==> src/rtl/demux_lane_scheduler.sv <==
// demux_lane_scheduler: steers valid input bytes round-robin onto 1, 2 or 4
// active lanes, honouring per-lane ready. A requested lane count is held as
// pending until the stripe pointer is back at lane 0, and only then applied.
// A watchdog raises a sticky err_timeout when a stall lasts too long. It only
// reports the condition and never blocks traffic.
// Optional feature: define STRIPE_COUNT_EN to add the stripe_cnt output, which
// counts completed stripes.
module demux_lane_scheduler #(
  parameter logic [1:0] DEFAULT_CFG = 2'b10,
  parameter int         STALL_MAX   = 16,
  parameter int         CNT_W       = 8
) (
  input  logic             clk,
  input  logic             reset_L,
  input  logic             validIn,
  input  logic [7:0]       In,
  input  logic             ready0,
  input  logic             ready1,
  input  logic             ready2,
  input  logic             ready3,
  input  logic [1:0]       lane_cfg,
  input  logic             cfg_load,
  output logic             inReady,
  output logic [1:0]       sel,
  output logic             outValid0,
  output logic             outValid1,
  output logic             outValid2,
  output logic             outValid3,
  output logic [7:0]       data_out0,
  output logic [7:0]       data_out1,
  output logic [7:0]       data_out2,
  output logic [7:0]       data_out3,
  output logic [1:0]       cfg_active,
`ifdef STRIPE_COUNT_EN
  output logic [CNT_W-1:0] stripe_cnt,
`endif
  output logic             err_timeout
);

  localparam int SC_W = $clog2(STALL_MAX + 1);

  localparam logic [1:0] ST_IDLE  = 2'd0;
  localparam logic [1:0] ST_RUN   = 2'd1;
  localparam logic [1:0] ST_STALL = 2'd2;

  // Index of the last active lane for a lane configuration.
  function automatic logic [1:0] last_lane(input logic [1:0] cfg);
    logic [1:0] r;
    case (cfg)
      2'b00:   r = 2'd0;
      2'b01:   r = 2'd1;
      default: r = 2'd3;
    endcase
    return r;
  endfunction

  logic [1:0]      ptr_q, ptr_d;
  logic [1:0]      state_q, state_d;
  logic [SC_W-1:0] stall_cnt_q, stall_cnt_d;
  logic            err_q, err_d;
  logic [1:0]      pending_q, pending_d;
  logic            pending_v_q, pending_v_d;
  logic [1:0]      cfg_active_q, cfg_active_d;
  logic [3:0]      out_valid_q, out_valid_d;
  logic [3:0][7:0] data_q, data_d;
  logic [1:0]      sel_q, sel_d;
`ifdef STRIPE_COUNT_EN
  logic [CNT_W-1:0] stripe_cnt_q, stripe_cnt_d;
`endif

  logic [3:0] ready_vec_s;
  logic       ready_sel_s;
  logic       accept_s;
  logic       pend_eff_v_s;
  logic [1:0] pend_eff_s;
  logic       apply_s;
  logic [1:0] cfg_now_s;
  logic       wrap_s;

  // Handshake and config-apply decode. A config loaded this cycle takes
  // precedence over an older pending one. The apply happens at the stripe
  // boundary (ptr at lane 0), so an accept in the same cycle already uses the
  // new lane count when it computes the next pointer.
  always_comb begin
    ready_vec_s  = {ready3, ready2, ready1, ready0};
    ready_sel_s  = ready_vec_s[ptr_q];
    accept_s     = validIn & ready_sel_s;
    pend_eff_v_s = cfg_load | pending_v_q;
    pend_eff_s   = cfg_load ? lane_cfg : pending_q;
    apply_s      = pend_eff_v_s & (ptr_q == 2'd0);
    cfg_now_s    = apply_s ? pend_eff_s : cfg_active_q;
    wrap_s       = (ptr_q == last_lane(cfg_now_s));
  end

  // Datapath next state: pointer, lane valids and data, sel, and config.
  always_comb begin
    ptr_d        = ptr_q;
    out_valid_d  = 4'b0000;
    data_d       = data_q;
    sel_d        = sel_q;
    cfg_active_d = cfg_now_s;
    pending_d    = pend_eff_s;
    if (apply_s) begin
      pending_v_d = 1'b0;
    end else begin
      pending_v_d = pend_eff_v_s;
    end
    if (accept_s) begin
      out_valid_d[ptr_q] = 1'b1;
      data_d[ptr_q]      = In;
      sel_d              = ptr_q;
      if (wrap_s) begin
        ptr_d = 2'd0;
      end else begin
        ptr_d = ptr_q + 2'd1;
      end
    end else begin
      ptr_d = ptr_q;
    end
  end

  // Flow FSM and stall watchdog. The counter only advances while already in
  // STALL, clears on any accept or dropped valid, and saturates.
  always_comb begin
    state_d     = state_q;
    stall_cnt_d = stall_cnt_q;
    case (state_q)
      ST_IDLE: begin
        if (accept_s) state_d = ST_RUN;
        else          state_d = ST_IDLE;
      end
      ST_RUN: begin
        if (validIn && !ready_sel_s) state_d = ST_STALL;
        else                         state_d = ST_RUN;
      end
      ST_STALL: begin
        if (accept_s || !validIn) state_d = ST_RUN;
        else                      state_d = ST_STALL;
      end
      default: state_d = ST_IDLE;
    endcase
    if (accept_s || !validIn) begin
      stall_cnt_d = {SC_W{1'b0}};
    end else if ((state_q == ST_STALL) && (stall_cnt_q != SC_W'(STALL_MAX))) begin
      stall_cnt_d = stall_cnt_q + SC_W'(1);
    end else begin
      stall_cnt_d = stall_cnt_q;
    end
    err_d = err_q | (stall_cnt_q == SC_W'(STALL_MAX));
  end

`ifdef STRIPE_COUNT_EN
  // Completed-stripe counter: bumps on the accept that wraps the pointer.
  always_comb begin
    if (accept_s && wrap_s) stripe_cnt_d = stripe_cnt_q + CNT_W'(1);
    else                    stripe_cnt_d = stripe_cnt_q;
  end
`endif

  // State registers with synchronous active-low reset. Reset discards any
  // partial stripe and any pending config.
  always_ff @(posedge clk) begin
    if (!reset_L) begin
      ptr_q        <= 2'd0;
      state_q      <= ST_IDLE;
      stall_cnt_q  <= {SC_W{1'b0}};
      err_q        <= 1'b0;
      pending_q    <= 2'b00;
      pending_v_q  <= 1'b0;
      cfg_active_q <= DEFAULT_CFG;
      out_valid_q  <= 4'b0000;
      data_q       <= '0;
      sel_q        <= 2'd0;
`ifdef STRIPE_COUNT_EN
      stripe_cnt_q <= {CNT_W{1'b0}};
`endif
    end else begin
      ptr_q        <= ptr_d;
      state_q      <= state_d;
      stall_cnt_q  <= stall_cnt_d;
      err_q        <= err_d;
      pending_q    <= pending_d;
      pending_v_q  <= pending_v_d;
      cfg_active_q <= cfg_active_d;
      out_valid_q  <= out_valid_d;
      data_q       <= data_d;
      sel_q        <= sel_d;
`ifdef STRIPE_COUNT_EN
      stripe_cnt_q <= stripe_cnt_d;
`endif
    end
  end

  assign inReady     = ready_sel_s;
  assign sel         = sel_q;
  assign outValid0   = out_valid_q[0];
  assign outValid1   = out_valid_q[1];
  assign outValid2   = out_valid_q[2];
  assign outValid3   = out_valid_q[3];
  assign data_out0   = data_q[0];
  assign data_out1   = data_q[1];
  assign data_out2   = data_q[2];
  assign data_out3   = data_q[3];
  assign cfg_active  = cfg_active_q;
  assign err_timeout = err_q;
`ifdef STRIPE_COUNT_EN
  assign stripe_cnt  = stripe_cnt_q;
`endif

endmodule

==> config.mk <==
export PLATFORM = sky130hd
export DESIGN_NAME = demux_lane_scheduler
export DESIGN_NICKNAME = d
export VERILOG_FILES = /design/src/rtl/demux_lane_scheduler.sv
export SDC_FILE = /design/constraint.sdc
export NUM_CORES = 1
export LEC_CHECK = 0
export ABC_CLOCK_PERIOD_IN_PS = 1950
export BUFFER_PORTS_ARGS = -buffer_cell sky130_fd_sc_hd__buf_4
export CORE_MARGIN = 4
export CORE_UTILIZATION = 25
export DETAILED_ROUTE_END_ITERATION = 12
export GPL_ROUTABILITY_DRIVEN = 0
export PLACE_DENSITY = 0.56
export SYNTH_ARGS = -nofsm -noshare
export SYNTH_HDL_FRONTEND = slang
export SYNTH_SLANG_ARGS = --single-unit
==> constraint.sdc <==
create_clock -name clk -period 1.95 [get_ports clk]
set_clock_uncertainty 0.15 [all_clocks]
set_input_delay 0.195 -clock clk [delete_from_list [all_inputs] [get_ports clk]]
set_output_delay 0.195 -clock clk [all_outputs]
set_load 0.02 [all_outputs]
==> metrics.csv <==
metric,value,unit
status,"complete, no violations",
grt_pass1_vias,1758,
final_max_slew_viol_count,0,
drc,0,
worstMarginPinSlew,379,ps
via_per_inst,4.51,
synth_compound_area_share,12.9,%
firstDrtPassIters,4,
sw_frac_of_total,29.4,%
power.switching,0.000659,W
clkTransAtPathRegs,100,ps
yosysTopAreaCellShare,49.6,%
whs_path_depth,3,
synth-seq-cells,53,
syn_inst,222,
required,2040,ps
tns,0,ps
synthAdderAreaFrac,3.51,%
path_cells,"mux4_2, and2_4, nand2_1, buf_12, nand3_1, o21ai_0",
grt_max_degree,36,
synth_edf_count,0,
drv_cap,0,
antenna_found_initial,0,
rr_worst_depth,6,
synth_nets,246,
area_delta_synth_final,29.9,%
drive_gt1_share,30.5,%
synth_top_family_by_area,simple AND/OR/NAND/NOR gates,
cts-root-buf,clkbuf_8,
fin_crit,1820,ps
io_buffers,59,
worstSetupStartpointType,flop,
power_density,806,nW/um^2
slowest_stage,mux4_2,
antennaDiodeCount,0,
nets,305,
path_class,reg -> reg,
synth_warnings,0,
irDropWorstVdd,0.306,mV
crit_arrival,1910,ps
synth_top_cells_by_count,"53 x dfxtp_1, 35 x o21ai_0, 33 x nand3_1",
wl_per_cell,13.3,um
insertion_delay,300,ps
synth_area,2140,sq um
start_util,25.9,%
cts_buffers,5,
overflow,0,
r2r-start,ptr_q[0],
synth-simple-area-share,22.2,%
synth-xor-area-share,2.05,%
yosysTopAreaCell,dfxtp_1,
dp_hpwl,3840,um
p_seq_share,52.1,%
clockPowerShare,28.1,%
slew_headroom,74.8,%
async_flop_share,0,%
io_pins,60,
avgSynthCellArea,9.64,sq um
critPathMaxFanout,16,
critPathCaptureType,flop,
finalHoldViolCount,0,
yosys-mux-area-fraction,3.45,%
rsz0062_at_grt,no,
cts_buffer_depth,2,
synth_ff_type,dfxtp_1,
pwr-share-comb,19.8,%
fp.dieArea,10100,sq um
synthDistinctLibCells,39,
slowest_delay,530,ps
r2r-end,data_out0[2],
yosysMostFrequentCell,dfxtp_1,
routed_wl,5170,um
min_from,lane_cfg[0],
max_freq,548,MHz
die_w,101,um
first_iter_violations,87,
power.internal,0.00158,W
r2r_setup_slack,130,ps
rows,33,
track_usage,10.7,%
vias,1746,
cts_sinks,53,
holdCritPathClass,in -> reg,
cts_max_level,2,
grt_pass1_wl,8580,um
finalPower,0.00224,W
hold_path_end,pending_q[0],
setup_violations,0,
fp.dieH,101,um
finalCritPeriodShare,93.6,%
core_area,8260,sq um
ys_top_cells_by_area,"dfxtp_1 50%, o21ai_0 8.2%, nand3_1 7.7%",
p_leak,1.13,nW
tritoncts,done,
seq_area_frac_synth,49.6,%
post_cts_buffers,0,
postRouteAntennaNets,0,
## power by group through the flow
stage,clock network (W),logic [W],registers [W]
6_report,0.000630,0.000442,0.00117
3_3_place_gp,0,0.000430,0.00119
4_1_cts,0.000668,0.000437,0.00117
3_5_place_dp,0,0.000436,0.00119
2_1_floorplan,0,0.000239,0.00123
5_1_grt,0.000702,0.000490,0.00118
## metal layers
| layer | vias up | part of all wire (%) | global-route usage, % |
|---|---|---|---|
| met5 | - | 0 | 0 |
| met4 | 0 | 1.3 | 3.42 |
| met3 | 6 | 6.1 | 4.01 |
| met2 | 36 | 43 | 15.6 |
| met1 | 817 | 49 | 14.6 |
| li1 | 887 | - | - |
## cells in the final DEF (no fill, tap or decap), types with 3 or more instances in the layout
master    Yosys  final
a21boi_0      3      3
buf_4         2     64
mux2i_1       4      4
nand3_1      33     33
inv_1         6      6
clkbuf_8      0      5
xor2_1        3      3
dfxtp_1      53     52
nand2_1      15     15
nor2_1       10     10
nand4_1       3      3
o21ai_0      35     34
ha_1          6      5
and3_1        6      6
nor2b_1       4      4
nand2_8       3      3
## worst max-delay path by stage
stage,startpoint,depth (start not counted),to,slack [ps]
3_3_place_gp,ptr_q[0],7,ptr_q[1],110
6_report,ptr_q[0],6,data_out0[2],130
5_1_grt,ptr_q[0],6,data_out0[2],3
3_5_place_dp,ptr_q[0],7,ptr_q[1],80
4_1_cts,ptr_q[0],7,ptr_q[1],60
2_1_floorplan,ptr_q[1],8,ptr_q[1],30
## flip-flops by register name, summed over array words and instances, names as in the netlist, 4 cells and up
name / count
data_out3: 8
stall_cnt_q: 5
data_out1: 8
data_out0: 8
data_out2: 8
out_valid_q: 4
## layout make-up
cell class / count / area, sq um
fillers: 901 / 5480
flip-flops and latches: 53 / 1060
multi-input cells: 148 / 956
repair buffers: 66 / 510
well taps: 105 / 131
clock buffers: 5 / 68.8
inverters: 7 / 26.3
clock inverters: 3 / 21.3
## stage by stage
stage,hold WS (ps),std cells,setup slack (ps),utilization [%],cell area (sq um)
after global placement,306,378,107,32.3,2660
after global routing,37.4,387,2.64,33.7,2780
after detailed placement,308,378,81.2,32.3,2660
after CTS,0.943,386,56.1,33.3,2750
final,22.0,387,126,33.7,2780
after floorplan,207,222,29.4,-,2140
## cells by family (layout without fill, tap and decap cells)
group,Yosys count,in the layout
simple gates,84,84
flops,53,53
compound gates,47,47
buf+inv,21,81
fa+ha+maj,6,6
mux,6,6
xor+xnor,5,5
## timing repair
action                     in CTS  in global routing
hold buffers                    0                  1
setup endpoints to repair       0                  7
resized for setup               0                  5
hold endpoints to repair        0                  1
## worst max-delay path: cells and delay by family (launching register included)
kind            cells  cell delay (ps)
simple gates        3              450
flops               1              390
compound gates      1               90
buf+inv             1              140
mux                 1              530
Power figures use the tool's default switching activity.
